## src/rtl/alu_arbiter.sv

```systemverilog
// alu_arbiter: round-robin arbiter sharing one external ALU between two requesters, with extra hold cycles for FP ops
module alu_arbiter #(
    parameter int FP_HOLD = 1
) (
    input  logic        clk_i,
    input  logic        reset_n_i,
    input  logic        req0_valid_i,
    input  logic        req1_valid_i,
    output logic        req0_ready_o,
    output logic        req1_ready_o,
    input  logic [31:0] req0_a_i,
    input  logic [31:0] req0_b_i,
    input  logic [31:0] req1_a_i,
    input  logic [31:0] req1_b_i,
    input  logic [4:0]  req0_op_i,
    input  logic [4:0]  req1_op_i,
    output logic [31:0] alu_a_o,
    output logic [31:0] alu_b_o,
    output logic [4:0]  alu_op_o,
    input  logic [31:0] alu_result_i,
    input  logic        alu_zero_i,
    input  logic        alu_set_i,
    input  logic        alu_carry_i,
    input  logic        alu_ovf_i,
    output logic        rsp0_valid_o,
    output logic        rsp1_valid_o,
    output logic [31:0] rsp_result_o,
    output logic        rsp_zero_o,
    output logic        rsp_set_o,
    output logic        rsp_carry_o,
    output logic        rsp_ovf_o,
    output logic        busy_o
);
    typedef enum logic [1:0] {IDLE, EXEC, FPWAIT} state_t;
    localparam logic [3:0] HOLD = 4'(FP_HOLD);
    state_t      state_q;
    logic        rr_q;
    logic        owner_q;
    logic [3:0]  cnt_q;
    logic [31:0] alu_a_q;
    logic [31:0] alu_b_q;
    logic [4:0]  alu_op_q;
    logic [31:0] rsp_result_q;
    logic [3:0]  rsp_flags_q;
    logic        rsp0_valid_q;
    logic        rsp1_valid_q;
    logic        grant1;
    logic        fp_op;
    logic        capture;
    // Grant decision, handshake and the cycle in which the ALU result is taken
    always_comb begin
        grant1       = req1_valid_i && (!req0_valid_i || rr_q);
        req0_ready_o = (state_q == IDLE) && req0_valid_i && !grant1;
        req1_ready_o = (state_q == IDLE) && grant1;
        fp_op        = (alu_op_q == 5'b01111) || (alu_op_q == 5'b11110) || (alu_op_q == 5'b11111);
        capture      = ((state_q == EXEC) && !(fp_op && (HOLD != 4'd0))) ||
                       ((state_q == FPWAIT) && (cnt_q == 4'd1));
    end
    // Control FSM with operand latch, hold counter and response capture
    always_ff @(posedge clk_i) begin
        if (!reset_n_i) begin
            state_q      <= IDLE;
            rr_q         <= 1'b0;
            owner_q      <= 1'b0;
            cnt_q        <= 4'd0;
            alu_a_q      <= 32'd0;
            alu_b_q      <= 32'd0;
            alu_op_q     <= 5'b00000;
            rsp_result_q <= 32'd0;
            rsp_flags_q  <= 4'd0;
            rsp0_valid_q <= 1'b0;
            rsp1_valid_q <= 1'b0;
        end else begin
            rsp0_valid_q <= capture && !owner_q;
            rsp1_valid_q <= capture && owner_q;
            if (capture) begin
                rsp_result_q <= alu_result_i;
                rsp_flags_q  <= {alu_zero_i, alu_set_i, alu_carry_i, alu_ovf_i};
            end
            case (state_q)
                IDLE: begin
                    if (req0_ready_o || req1_ready_o) begin
                        alu_a_q  <= grant1 ? req1_a_i : req0_a_i;
                        alu_b_q  <= grant1 ? req1_b_i : req0_b_i;
                        alu_op_q <= grant1 ? req1_op_i : req0_op_i;
                        owner_q  <= grant1;
                        rr_q     <= !grant1;
                        state_q  <= EXEC;
                    end
                end
                EXEC: begin
                    cnt_q   <= capture ? 4'd0 : HOLD;
                    state_q <= capture ? IDLE : FPWAIT;
                end
                FPWAIT: begin
                    cnt_q   <= cnt_q - 4'd1;
                    state_q <= capture ? IDLE : FPWAIT;
                end
                default: state_q <= IDLE;
            endcase
        end
    end
    assign alu_a_o      = alu_a_q;
    assign alu_b_o      = alu_b_q;
    assign alu_op_o     = alu_op_q;
    assign rsp0_valid_o = rsp0_valid_q;
    assign rsp1_valid_o = rsp1_valid_q;
    assign rsp_result_o = rsp_result_q;
    assign rsp_zero_o   = rsp_flags_q[3];
    assign rsp_set_o    = rsp_flags_q[2];
    assign rsp_carry_o  = rsp_flags_q[1];
    assign rsp_ovf_o    = rsp_flags_q[0];
    assign busy_o       = (state_q != IDLE);
endmodule

```

## config.mk

```make
export PLATFORM = sky130hd
export DESIGN_NAME = alu_arbiter
export DESIGN_NICKNAME = d
export VERILOG_FILES = /design/src/rtl/alu_arbiter.sv
export SDC_FILE = /design/constraint.sdc
export NUM_CORES = 1
export LEC_CHECK = 0
export ABC_CLOCK_PERIOD_IN_PS = 3400
export BUFFER_PORTS_ARGS = -buffer_cell sky130_fd_sc_hd__buf_2
export CORE_ASPECT_RATIO = 0.8
export CORE_MARGIN = 5
export CORE_UTILIZATION = 47
export CTS_BUF_LIST = sky130_fd_sc_hd__clkbuf_16
export DETAILED_ROUTE_END_ITERATION = 8
export GPL_TIMING_DRIVEN = 0
export PLACE_DENSITY = 0.87
export SLEW_MARGIN = 20
export SYNTH_ARGS = -nofsm -noshare
export SYNTH_HDL_FRONTEND = slang
export SYNTH_SLANG_ARGS = --single-unit
```

## constraint.sdc

```tcl
create_clock -name clk_i -period 3.4 [get_ports clk_i]
set_input_delay 0.68 -clock clk_i [delete_from_list [all_inputs] [get_ports clk_i]]
set_output_delay 0.68 -clock clk_i [all_outputs]
set_load 0.01 [all_outputs]
```

==> summary.log <==
qor: critical_path.end_kind output port
qor: drt.detail-route-antenna-nets 0
qor: global_route.grt_max_degree 17
qor: synthesis.syn_area_per_cell 9.74 um^2
qor: clock_network.cts_resized 0
qor: synthesis.synth_flop_cell sky130_fd_sc_hd__dfxtp_1
qor: global_route.antenna_found_initial 0
qor: global_route.grtUsageMet1 0.329
qor: floorplanning.floorplan.initialDensity 0.473
qor: floorplanning.ioPinCount 288
qor: clock_network.hold_buffer_count_at_cts 0
qor: place.hpwlAfterDp 13500 um
qor: drt.wl 17300 um
qor: power.ir_worst_vdd 0.000457 V
qor: synthesis.synth_edf_count 0
qor: clock_network.clk_pin_slew 0.06 ns
qor: finish.drive_gt1_frac 0.414
qor: finish.fin_cells 949
qor: timing.final.setup.worst_slack 0.829 ns
qor: synthesis.compound_gate_portion_of_the_synthesized_area 0.278
qor: global_route.grtUsageTotal 0.270
qor: clock_network.tritoncts_clock_tree built
qor: drt.wl_per_cell 18.3 um
qor: global_route.grt.busiest_layer met2
qor: timing.final.setup_skew 0.00686 ns
qor: timing.post-route-min-period 2.57 ns
qor: timing.maxSlewHeadroom 0.677
qor: synthesis.yosys.area_share.adder 0.0131
qor: synthesis.netlist_instances 491
qor: clock_network.clock_insertion_delay_worst_skew 0.40 ns
qor: place.port-buffer-count 286
qor: global_route.grt_overflow_total 0
qor: critical_path.slowest_delay 0.30 ns
qor: place.dp_cells 917
qor: drt.dr.first_iter.drc_count 366
qor: power.seqPwrFrac 0.387
qor: critical_path.cp.buffers_inverters 4
qor: finish.insertedDiodeCount 0
qor: drt.drtPass1Iterations 5
qor: synthesis.synth_warnings 0
qor: finish.finalNetCount 979
qor: synthesis.synth.distinct_cells 35
qor: synthesis.synth_area_leader_cell sky130_fd_sc_hd__dfxtp_1
qor: power.swShare 0.320
qor: job.max-cap-violations 0
qor: timing.slew_viol_final 0
qor: worst_hold_path.worst_hold_path_type reg -> reg
qor: timing.clock.fmax 389 MHz
qor: synthesis.synth.net_count 674
qor: finish.fillers 779
qor: floorplanning.num_rows 33
qor: clock_network.htree_levels 4
qor: synthesis.async_reset_ff_frac 0
qor: timing.final-hold-violation-count 0
qor: critical_path.worstSetupStartpointType primary input
qor: global_route.global_route_wire_length_before_repair 26300 um
qor: drt.routed-via-count 5351
qor: power.power_density 623 nW/um^2
qor: synthesis.post_synthesis_mux_area_share 0.0754
qor: critical_path.cpMostUsedCell sky130_fd_sc_hd__buf_2
qor: timing.finalSetupViolations 0
qor: critical_path.cp_data_arrival_time 1.89 ns
qor: global_route.grt.met2_usage 0.448
qor: synthesis.synth_xor_area_frac 0
qor: floorplanning.core-area 10100 um^2
qor: synthesis.netlist_area 4780 um^2
qor: clock_network.cts.repair_timing.setup_buffer_count 0
qor: finish.area_of_combinational_cells_with_multiple_inputs 2220 um^2
qor: drt.via_per_inst 5.64
qor: power.p_clk_frac 0.368
qor: critical_path.timing_worst_setup_path_type in -> out
qor: clock_network.clock_tree.root_cell sky130_fd_sc_hd__clkbuf_16
qor: clock_network.cts_sinks 115
qor: critical_path.worst_path_dominant_cell_family buffers and inverters
qor: critical_path.critical_path.cell_chain buf_2 > buf_2 > a21boi_1 > buf_2 > and2_1 > buf_2
qor: synthesis.largest_cells_by_area_after_synthesis sky130_fd_sc_hd__dfxtp_1 (48%), sky130_fd_sc_hd__a32oi_1 (10%), sky130_fd_sc_hd__o2bb2ai_1 (10%)
qor: power.internal_power 0.00293 W
qor: finish.post-route-util 0.684
qor: clock_network.clock_path_buffers 2
qor: floorplanning.floorplan.die.height 100 um
qor: timing.finalSetupTns 0 ns
qor: floorplanning.dieArea 12300 um^2
qor: critical_path.crit_required 2.72 ns
qor: global_route.gr-usage-met3 0.0665
qor: timing.worst-slew-pin-transition 0.485 ns
qor: place.place_worst_setup_slack 0.798 ns
qor: status.result_of_the_run complete, no violations
qor: power.leakage 3.27 nW
qor: floorplanning.die-width 123 um
qor: global_route.number_of_global_route_vias_before_repair 5187
qor: critical_path.critPathMaxFanout 10
qor: finish.syn_to_final_growth 44.8%
qor: finish.sequential_cell_area 2300 um^2
qor: synthesis.synthDominantCellAreaShare 0.482
qor: synthesis.synth_top_family_by_area compound AO/OA/AOI/OAI gates
qor: timing.rsz0062_at_grt false
qor: synthesis.synth-seq-cells 115
qor: place.place_congestion 0.924
qor: critical_path.crit_path_top_delay_cell sky130_fd_sc_hd__a21boi_1
qor: power.p_sw 0.00138 W
qor: clock_network.cts_buffers 17
qor: synthesis.synth_simple_gate_area_frac 0.0979
qor: synthesis.seq_area_frac_synth 0.482
qor: timing.final_min_period_over_clock_period 0.756
qor: power.combPwrFrac 0.244
qor: drt.detail_route.drc_violations 0
==> flip-flops by register name, summed over array words and instances, names as in the netlist <==
name / flops
cnt_q: 4
alu_b_o: 32
owner_q: 1
rsp0_valid_o: 1
alu_a_o: 32
alu_op_o: 5
state_q: 2
rr_q: 1
rsp_flags_q: 4
rsp1_valid_o: 1
rsp_result_o: 32
==> synthesized netlist by cell type, types with 5 or more instances <==
| library cell | number |
|---|---|
| sky130_fd_sc_hd__a31oi_1 | 13 |
| sky130_fd_sc_hd__a32oi_1 | 56 |
| sky130_fd_sc_hd__buf_2 | 13 |
| sky130_fd_sc_hd__clkbuf_1 | 35 |
| sky130_fd_sc_hd__dfxtp_1 | 115 |
| sky130_fd_sc_hd__ha_1 | 5 |
| sky130_fd_sc_hd__inv_1 | 6 |
| sky130_fd_sc_hd__mux2i_1 | 36 |
| sky130_fd_sc_hd__nand2_1 | 75 |
| sky130_fd_sc_hd__nand3_1 | 14 |
| sky130_fd_sc_hd__o21ai_0 | 28 |
| sky130_fd_sc_hd__o2bb2ai_1 | 56 |
==> placed cells by master, fill, tap and decap left out, types with 2 or more instances in the layout <==
master / instances
sky130_fd_sc_hd__o21ai_0: 28
sky130_fd_sc_hd__o2bb2ai_1: 56
sky130_fd_sc_hd__and2_1: 2
sky130_fd_sc_hd__nor2_1: 3
sky130_fd_sc_hd__nor3_1: 2
sky130_fd_sc_hd__nand3_1: 14
sky130_fd_sc_hd__nor3b_1: 4
sky130_fd_sc_hd__inv_1: 6
sky130_fd_sc_hd__a32oi_1: 56
sky130_fd_sc_hd__inv_6: 3
sky130_fd_sc_hd__clkinv_4: 3
sky130_fd_sc_hd__buf_4: 3
sky130_fd_sc_hd__dfxtp_1: 115
sky130_fd_sc_hd__nor2b_1: 3
sky130_fd_sc_hd__clkinv_1: 2
sky130_fd_sc_hd__ha_1: 5
sky130_fd_sc_hd__a21boi_0: 2
sky130_fd_sc_hd__clkbuf_1: 35
sky130_fd_sc_hd__a31oi_1: 13
sky130_fd_sc_hd__clkinvlp_4: 6
sky130_fd_sc_hd__buf_2: 299
sky130_fd_sc_hd__mux2i_1: 36
sky130_fd_sc_hd__o21a_1: 4
sky130_fd_sc_hd__nand2_1: 75
sky130_fd_sc_hd__nand2b_1: 2
sky130_fd_sc_hd__clkbuf_16: 17
==> power by group through the flow <==
stage,Combinational (W),Sequential (W),Clock (W)
2_1_floorplan,0.000503,0.00177,0
3_3_place_gp,0.00101,0.00168,0
3_5_place_dp,0.00105,0.00169,0
4_1_cts,0.00105,0.00166,0.00160
5_1_grt,0.00114,0.00169,0.00166
6_report,0.00105,0.00167,0.00159
==> worst paths after layout <==
kind / slack (ns) / from / cells after the start / end
worst max-delay path: 0.83 / req1_valid_i / 6 / req0_ready_o
worst min-delay path: 0.46 / alu_a_o[20] / 1 / alu_a_o[20]
worst min register to register: 0.46 / alu_a_o[20] / 1 / alu_a_o[20]
worst max register to register: 1.43 / state_q[0] / 7 / alu_b_o[4]
==> layout make-up <==
| type | count | area share |
|---|---|---|
| sequential | 115 | 0.333 |
| multi-input combinational | 316 | 0.320 |
| inverter | 7 | 0.00380 |
| tap | 140 | 0.0253 |
| clock inverter | 15 | 0.0159 |
| buffer | 53 | 0.0338 |
| clock buffer | 17 | 0.0614 |
| timing repair buffer | 286 | 0.207 |
==> logic make-up (layout without fill, tap and decap cells) <==
kind of cell / Yosys count / count (layout)
DFF: 115 / 115
buffers and inverters: 60 / 378
muxes: 36 / 36
and+or+nand+nor: 107 / 107
adders and majority gates: 5 / 5
AOI/OAI and AO/OA: 168 / 168
==> through the flow <==
step                      hold slack (ns)  instance area, um^2  total power [W]
after detailed placement            0.441                 6390          0.00274
final                               0.458                 6920          0.00431
after floorplan                     0.407                 4780          0.00227
after global placement              0.442                 6390          0.00269
after global routing                0.469                 6920          0.00449
after CTS                           0.459                 6920          0.00432
==> layer usage <==
metal	part of all wire	vias to the layer above
met5	0	-
met4	0.038	0
met3	0.079	68
met2	0.48	291
met1	0.40	2518
li1	-	2474
No activity file was read; power rests on OpenSTA's default activity.
